### src/rtl/muldiv_if.sv
// EX-stage <-> multiply/divide sequencer handshake bundle.
// Optional signal div_by_zero exists only when MULDIV_DIV0_FAST_EN is defined.
// master: EX stage side (issues operations); slave: muldiv_ctrl.
interface muldiv_if;
    logic        op_valid;
    logic [1:0]  op_code;
    logic [31:0] op_a;
    logic [31:0] op_b;
    logic        annul;
    logic        ex_hold;
    logic        stallreq;
    logic        busy;
    logic        result_valid;
    logic [31:0] result_hi;
    logic [31:0] result_lo;
`ifdef MULDIV_DIV0_FAST_EN
    logic        div_by_zero;
`endif

    modport master (
`ifdef MULDIV_DIV0_FAST_EN
        input  div_by_zero,
`endif
        output op_valid,
        output op_code,
        output op_a,
        output op_b,
        output annul,
        output ex_hold,
        input  stallreq,
        input  busy,
        input  result_valid,
        input  result_hi,
        input  result_lo
    );

    modport slave (
`ifdef MULDIV_DIV0_FAST_EN
        output div_by_zero,
`endif
        input  op_valid,
        input  op_code,
        input  op_a,
        input  op_b,
        input  annul,
        input  ex_hold,
        output stallreq,
        output busy,
        output result_valid,
        output result_hi,
        output result_lo
    );
endinterface

### src/rtl/muldiv_ctrl.sv
// Multi-cycle MULT/MULTU/DIV/DIVU sequencer shared by the EX stage.
// Multiplies complete MUL_LAT cycles after accept, divides 33 cycles after accept
// (32 restoring shift-subtract steps). The result is held in DONE while ex_hold is high.
// Optional feature MULDIV_DIV0_FAST_EN: a zero divisor bypasses the divider and
// finishes one cycle after accept, flagged on div_by_zero.
module muldiv_ctrl #(
    parameter int unsigned MUL_LAT   = 4,
    parameter int unsigned DIV_STEPS = 32
) (
    input logic     clk,
    input logic     rst,
    muldiv_if.slave bus
);

    typedef enum logic [1:0] {StIdle, StMul, StDiv, StDone} state_e;

    state_e      state_q;
    logic [4:0]  cnt_q;
    logic [31:0] a_q;
    logic [31:0] b_q;
    logic        a_sign_q;
    logic        b_sign_q;
    logic        signed_q;
    logic [63:0] rq_q;
    logic        res_valid_q;
    logic [31:0] res_hi_q;
    logic [31:0] res_lo_q;
`ifdef MULDIV_DIV0_FAST_EN
    logic        dbz_q;
`endif

    logic        in_signed;
    logic [31:0] in_a_mag;
    logic [31:0] in_b_mag;
    logic [31:0] mul_a;
    logic [31:0] mul_b;
    logic        mul_neg;
    logic [63:0] product;
    logic [63:0] mul_res;
    logic [32:0] rem_shift;
    logic [32:0] diff;
    logic [63:0] step_rq;
    logic [63:0] div_fin;
    logic [63:0] div0_res;
    logic        accept;
    logic        abort;
    logic        div0_fast;

    // Signed fix-up: quotient negated when signs differ, remainder follows the dividend.
    // Returns {remainder, quotient}.
    function automatic logic [63:0] div_fix(input logic [31:0] q, input logic [31:0] r,
                                            input logic sgn, input logic sa, input logic sb);
        logic [31:0] qf;
        logic [31:0] rf;
        qf = (sgn && (sa ^ sb)) ? -q : q;
        rf = (sgn && sa) ? -r : r;
        return {rf, qf};
    endfunction

    // Operand magnitudes, shared multiplier, one division step and fix-ups.
    always_comb begin
        in_signed = ~bus.op_code[0];
        in_a_mag  = (in_signed && bus.op_a[31]) ? -bus.op_a : bus.op_a;
        in_b_mag  = (in_signed && bus.op_b[31]) ? -bus.op_b : bus.op_b;

        // In IDLE the multiplier sees live operands so MUL_LAT=1 can finish from accept.
        if (state_q == StIdle) begin
            mul_a   = in_a_mag;
            mul_b   = in_b_mag;
            mul_neg = in_signed & (bus.op_a[31] ^ bus.op_b[31]);
        end else begin
            mul_a   = a_q;
            mul_b   = b_q;
            mul_neg = signed_q & (a_sign_q ^ b_sign_q);
        end
        product = {32'd0, mul_a} * {32'd0, mul_b};
        mul_res = mul_neg ? -product : product;

        // Partial remainder can reach 33 bits after the shift; diff[32] is the borrow.
        rem_shift = rq_q[63:31];
        diff      = rem_shift - {1'b0, b_q};
        step_rq   = diff[32] ? {rq_q[62:0], 1'b0} : {diff[31:0], rq_q[30:0], 1'b1};

        div_fin  = div_fix(step_rq[31:0], step_rq[63:32], signed_q, a_sign_q, b_sign_q);
        // Unsigned divide-by-zero result is quotient all-ones, remainder |dividend|.
        div0_res = div_fix(32'hFFFF_FFFF, in_a_mag, in_signed, bus.op_a[31], bus.op_b[31]);

        accept = (state_q == StIdle) && bus.op_valid && !bus.annul;
        abort  = bus.annul || (((state_q == StMul) || (state_q == StDiv)) && !bus.op_valid);
`ifdef MULDIV_DIV0_FAST_EN
        div0_fast = (bus.op_b == 32'd0);
`else
        div0_fast = 1'b0;
`endif
    end

    // Sequencer FSM with registered operands, datapath state and results.
    always_ff @(posedge clk) begin
        if (rst) begin
            state_q     <= StIdle;
            cnt_q       <= 5'd0;
            a_q         <= 32'd0;
            b_q         <= 32'd0;
            a_sign_q    <= 1'b0;
            b_sign_q    <= 1'b0;
            signed_q    <= 1'b0;
            rq_q        <= 64'd0;
            res_valid_q <= 1'b0;
            res_hi_q    <= 32'd0;
            res_lo_q    <= 32'd0;
`ifdef MULDIV_DIV0_FAST_EN
            dbz_q       <= 1'b0;
`endif
        end else begin
            unique case (state_q)
                StIdle: begin
                    if (accept) begin
                        a_q      <= in_a_mag;
                        b_q      <= in_b_mag;
                        a_sign_q <= bus.op_a[31];
                        b_sign_q <= bus.op_b[31];
                        signed_q <= in_signed;
                        if (!bus.op_code[1]) begin
                            if (MUL_LAT <= 1) begin
                                state_q     <= StDone;
                                res_valid_q <= 1'b1;
                                res_hi_q    <= mul_res[63:32];
                                res_lo_q    <= mul_res[31:0];
                            end else begin
                                state_q <= StMul;
                                // Accept cycle counts as the first of MUL_LAT cycles.
                                cnt_q   <= 5'(MUL_LAT - 2);
                            end
                        end else if (div0_fast) begin
                            state_q     <= StDone;
                            res_valid_q <= 1'b1;
                            res_hi_q    <= div0_res[63:32];
                            res_lo_q    <= div0_res[31:0];
`ifdef MULDIV_DIV0_FAST_EN
                            dbz_q       <= 1'b1;
`endif
                        end else begin
                            state_q <= StDiv;
                            cnt_q   <= 5'(DIV_STEPS - 1);
                            rq_q    <= {32'd0, in_a_mag};
                        end
                    end
                end
                StMul: begin
                    if (abort) begin
                        state_q <= StIdle;
                    end else if (cnt_q == 5'd0) begin
                        state_q     <= StDone;
                        res_valid_q <= 1'b1;
                        res_hi_q    <= mul_res[63:32];
                        res_lo_q    <= mul_res[31:0];
                    end else begin
                        cnt_q <= cnt_q - 5'd1;
                    end
                end
                StDiv: begin
                    if (abort) begin
                        state_q <= StIdle;
                    end else begin
                        rq_q <= step_rq;
                        if (cnt_q == 5'd0) begin
                            state_q     <= StDone;
                            res_valid_q <= 1'b1;
                            res_hi_q    <= div_fin[63:32];
                            res_lo_q    <= div_fin[31:0];
                        end else begin
                            cnt_q <= cnt_q - 5'd1;
                        end
                    end
                end
                StDone: begin
                    if (bus.annul || !bus.ex_hold) begin
                        state_q     <= StIdle;
                        res_valid_q <= 1'b0;
`ifdef MULDIV_DIV0_FAST_EN
                        dbz_q       <= 1'b0;
`endif
                    end
                end
                default: state_q <= StIdle;
            endcase
        end
    end

    assign bus.stallreq     = bus.op_valid & ~bus.annul & (state_q != StDone);
    assign bus.busy         = (state_q != StIdle);
    assign bus.result_valid = res_valid_q;
    assign bus.result_hi    = res_hi_q;
    assign bus.result_lo    = res_lo_q;
`ifdef MULDIV_DIV0_FAST_EN
    assign bus.div_by_zero  = dbz_q;
`endif

endmodule

### src/flat_wrapper.sv
// flat-port wrapper written by rule: the top's interface ports become plain ports
module muldiv_ctrl_flat 
#(
    parameter int unsigned MUL_LAT   = 4,
    parameter int unsigned DIV_STEPS = 32
)
  (clk, rst, bus_op_valid, bus_op_code, bus_op_a, bus_op_b, bus_annul, bus_ex_hold, bus_stallreq, bus_busy, bus_result_valid, bus_result_hi, bus_result_lo);
  muldiv_if bus_i ();
  input logic clk;
  input logic rst;
  input wire logic [$bits(bus_i.op_valid)-1:0] bus_op_valid;
  input wire logic [$bits(bus_i.op_code)-1:0] bus_op_code;
  input wire logic [$bits(bus_i.op_a)-1:0] bus_op_a;
  input wire logic [$bits(bus_i.op_b)-1:0] bus_op_b;
  input wire logic [$bits(bus_i.annul)-1:0] bus_annul;
  input wire logic [$bits(bus_i.ex_hold)-1:0] bus_ex_hold;
  output wire logic [$bits(bus_i.stallreq)-1:0] bus_stallreq;
  output wire logic [$bits(bus_i.busy)-1:0] bus_busy;
  output wire logic [$bits(bus_i.result_valid)-1:0] bus_result_valid;
  output wire logic [$bits(bus_i.result_hi)-1:0] bus_result_hi;
  output wire logic [$bits(bus_i.result_lo)-1:0] bus_result_lo;
  assign bus_i.op_valid = bus_op_valid;
  assign bus_i.op_code = bus_op_code;
  assign bus_i.op_a = bus_op_a;
  assign bus_i.op_b = bus_op_b;
  assign bus_i.annul = bus_annul;
  assign bus_i.ex_hold = bus_ex_hold;
  assign bus_stallreq = bus_i.stallreq;
  assign bus_busy = bus_i.busy;
  assign bus_result_valid = bus_i.result_valid;
  assign bus_result_hi = bus_i.result_hi;
  assign bus_result_lo = bus_i.result_lo;
  muldiv_ctrl #(.MUL_LAT(MUL_LAT), .DIV_STEPS(DIV_STEPS)) u_core (.clk(clk), .rst(rst), .bus(bus_i));
endmodule
### config.mk
export PLATFORM = sky130hd
export DESIGN_NAME = muldiv_ctrl_flat
export DESIGN_NICKNAME = d
export VERILOG_FILES = /design/src/rtl/muldiv_if.sv /design/src/rtl/muldiv_ctrl.sv /design/src/flat_wrapper.sv
export SDC_FILE = /design/constraint.sdc
export NUM_CORES = 2
export LEC_CHECK = 0
export BUFFER_PORTS_ARGS = -buffer_cell sky130_fd_sc_hd__clkbuf_2
export CORE_ASPECT_RATIO = 1.2
export CORE_MARGIN = 2
export CORE_UTILIZATION = 60
export CTS_CLUSTER_SIZE = 20
export DETAILED_ROUTE_END_ITERATION = 10
export MAX_ROUTING_LAYER = met4
export PLACE_DENSITY_LB_ADDON = 0.3
export SYNTH_ARGS = -nofsm -noshare
export SYNTH_HDL_FRONTEND = slang
export SYNTH_SLANG_ARGS = --single-unit
### constraint.sdc
create_clock -name clk -period 33.4 [get_ports clk]
set_clock_uncertainty 0.05 [all_clocks]
set_input_delay 5.01 -clock clk [delete_from_list [all_inputs] [get_ports clk]]
set_output_delay 5.01 -clock clk [all_outputs]
set_load 0.005 [all_outputs]
==> flow_metrics.py <==
metrics = {
    "global_route": {
        "grt_pass1_wl_mm": 280.5,
        "grt_pass1_vias": 44999,
        "grtUsageTotal": 0.4738,
        "grt_max_degree": 88,
        "antenna_found_initial": 4,
        "grt_overflow": 0,
    },
    "yosys": {
        "synth_area_um2": 48370,
        "synth_warnings": 0,
        "avgSynthCellArea_um2": 7.985,
        "ys_ff_latch": 203,
        "synth_nets": 7331,
        "async_reset_ff_frac": 0,
        "netlist-cell-type-count": 97,
        "yosysSeqAreaShare": 0.08402,
        "yosys.area.top_type_share": 0.3713,
        "synthTopCellsByArea": "fa_1, dfxtp_1, ha_1, inv_1, nor2_1",
        "syn_inst": 6057,
        "synth_common_cells": "inv_1, nor2_1, fa_1",
        "yosysMostFrequentCell": "inv_1",
        "synth_edf_count": 0,
        "yosys_most_used_dff": "dfxtp_1",
        "synth_top_area_cell": "fa_1",
    },
    "timing": {
        "period_share": 0.5013,
        "hold_viol": 0,
        "fin_crit_ns": 16.74,
        "tns_ns": 0,
        "rsz0062_at_grt": "no",
        "timing.hold.ws_ns": 0.4034,
        "setup_viol": 0,
        "relSlewSlack": 0.1706,
        "fmax_ghz": 0.05973,
        "timing.final.max_slew_violations": 0,
        "tightest_slew_ns": 1.233,
    },
    "placed_design": {
        "gp_congestion": 1.051,
        "dp_hpwl_mm": 150.7,
        "port_buffers": 137,
        "place_area_um2": 50290,
    },
    "route": {
        "drt-pass1-iter-count": 8,
        "routed_via_density": 6.310,
        "maxUsedRoutingLayer": "met4",
        "drtIter0Drc": 4721,
        "vias": 44712,
        "route.met2.wl_mm": 82.38,
        "ant_nets": 0,
        "drt-met1-wl_mm": 64.18,
        "drc": 0,
        "avgRoutedWirePerCell_um": 26.57,
        "met3_length_mm": 18.63,
        "wl_mm": 188.3,
    },
    "clocking": {
        "clk_latency_ns": 0.59,
        "clk_pin_slew_ns": 0.06,
        "cts.htree.levels": 1,
        "cts.sinks": 203,
        "cts_buffers": 24,
        "post_cts_resized": 0,
        "post_cts_buffers": 0,
        "holdBufCountCts": 0,
        "cts_tree": "done",
        "cts_max_path_buffers": 3,
        "cts_root_buffer": "clkbuf_16",
    },
    "worst_setup_path": {
        "cp.required_ns": 33.77,
        "cp_max_fo": 12,
        "cp_slowest_stage_delay_ns": 0.79,
        "critPathKind": "in2reg",
        "crit_path_end_kind": "flop",
        "slowest_stage": "fa_1",
        "arrival_ns": 17.11,
        "start_kind": "primary input",
        "timing.critical_path.mode_cell": "fa_1",
    },
    "cells_and_area": {
        "final_core_util": 0.6385,
        "area_delta_synth_final_pct": 5.815,
        "final_cell_area_um2": 51180,
        "drive_gt1_frac": 0.06595,
        "fin_nets": 7293,
    },
    "floorplan": {
        "core_um2": 80160,
        "initial_core_util": 0.6034,
        "die_area_um2": 82910,
        "rows": 114,
        "pin_count": 138,
        "die_h_um": 315.0,
        "fp.dieW_um": 263.2,
    },
    "run": {
        "maxCapViolCount": 0,
    },
    "worst_hold_path": {
        "hold_path_class": "reg2reg",
    },
    "outcome": {
        "status": "complete, no violations",
    },
}
==> path summary, 6_finish.rpt <==
path	startpoint	endpoint	slack, ns	cells past startpoint
worst max register to register	u_core.state_q[0]	u_core.bus.result_hi[25]	20.82	31
worst max-delay path	bus_op_b[8]	u_core.bus.result_hi[29]	16.66	35
worst min register to register	u_core.bus.result_lo[2]	u_core.bus.result_lo[2]	0.40	2
worst min-delay path	u_core.bus.result_lo[2]	u_core.bus.result_lo[2]	0.40	2
==> stage by stage <==
stage                     setup slack (ns)  cells
after detailed placement             16.43   7037
final                                16.66   7086
after floorplan                      18.24   6057
after global routing                 16.10   7083
after global placement               16.46   7037
after CTS                            16.98   7079
==> per-layer routing <==
layer / vias up / GRT usage
li1: 19048 / -
met1: 22078 / 0.5299
met2: 2634 / 0.7046
met3: 952 / 0.1033
met4: 0 / 0.4503
met5: - / -
==> kinds of logic after synthesis <==
kind of cell    Yosys count  synth area share
compound gates          991            0.1311
mux                      34          0.007243
fa+ha+maj              1203            0.4504
flops                   203           0.08402
buf+inv                1314            0.1023
simple gates           2072            0.1815
xor+xnor                240           0.04346
==> cells in the final DEF (no fill, tap or decap), types with 100 or more instances in the layout <==
cell and n:
inv_1 981, nor2_1 901, fa_1 897, nand2_1 767
a21oi_1 321, ha_1 304, dfxtp_1 203, o21ai_0 154
xnor2_1 139, clkbuf_2 136, buf_4 131, xor2_1 101
a211oi_1 100
==> layout make-up <==
cell class	count	area [µm²]
antenna	7	17.52
sequential	203	4064
clock buffer	33	694.4
tap	1044	1306
timing repair buffer	268	1675
inverter	982	3686
fill	7119	28980
multi-input combinational	4540	39560
clock inverter	9	176.4
==> state kept, by name (all words and copies together) (netlist names) <==
| register | cells |
|---|---|
| u_core.bus.result_hi | 32 |
| u_core.b_q | 32 |
| u_core.cnt_q | 5 |
| u_core.bus.result_valid | 1 |
| u_core.b_sign_q | 1 |
| u_core.a_q | 32 |
| u_core.bus.result_lo | 32 |
| u_core.state_q | 2 |
| u_core.rq_q | 64 |
| u_core.signed_q | 1 |
| u_core.a_sign_q | 1 |
==> critical path, delay by kind of cell <==
family | cells | cell delay, ns
compound gates | 7 | 2.44
xor+xnor | 3 | 0.93
fa+ha+maj | 9 | 4.73
buf+inv | 4 | 0.60
simple gates | 12 | 3.34
Power is not shown: default switching activity piles up to over one toggle a cycle in this logic, so the estimate is an artifact.
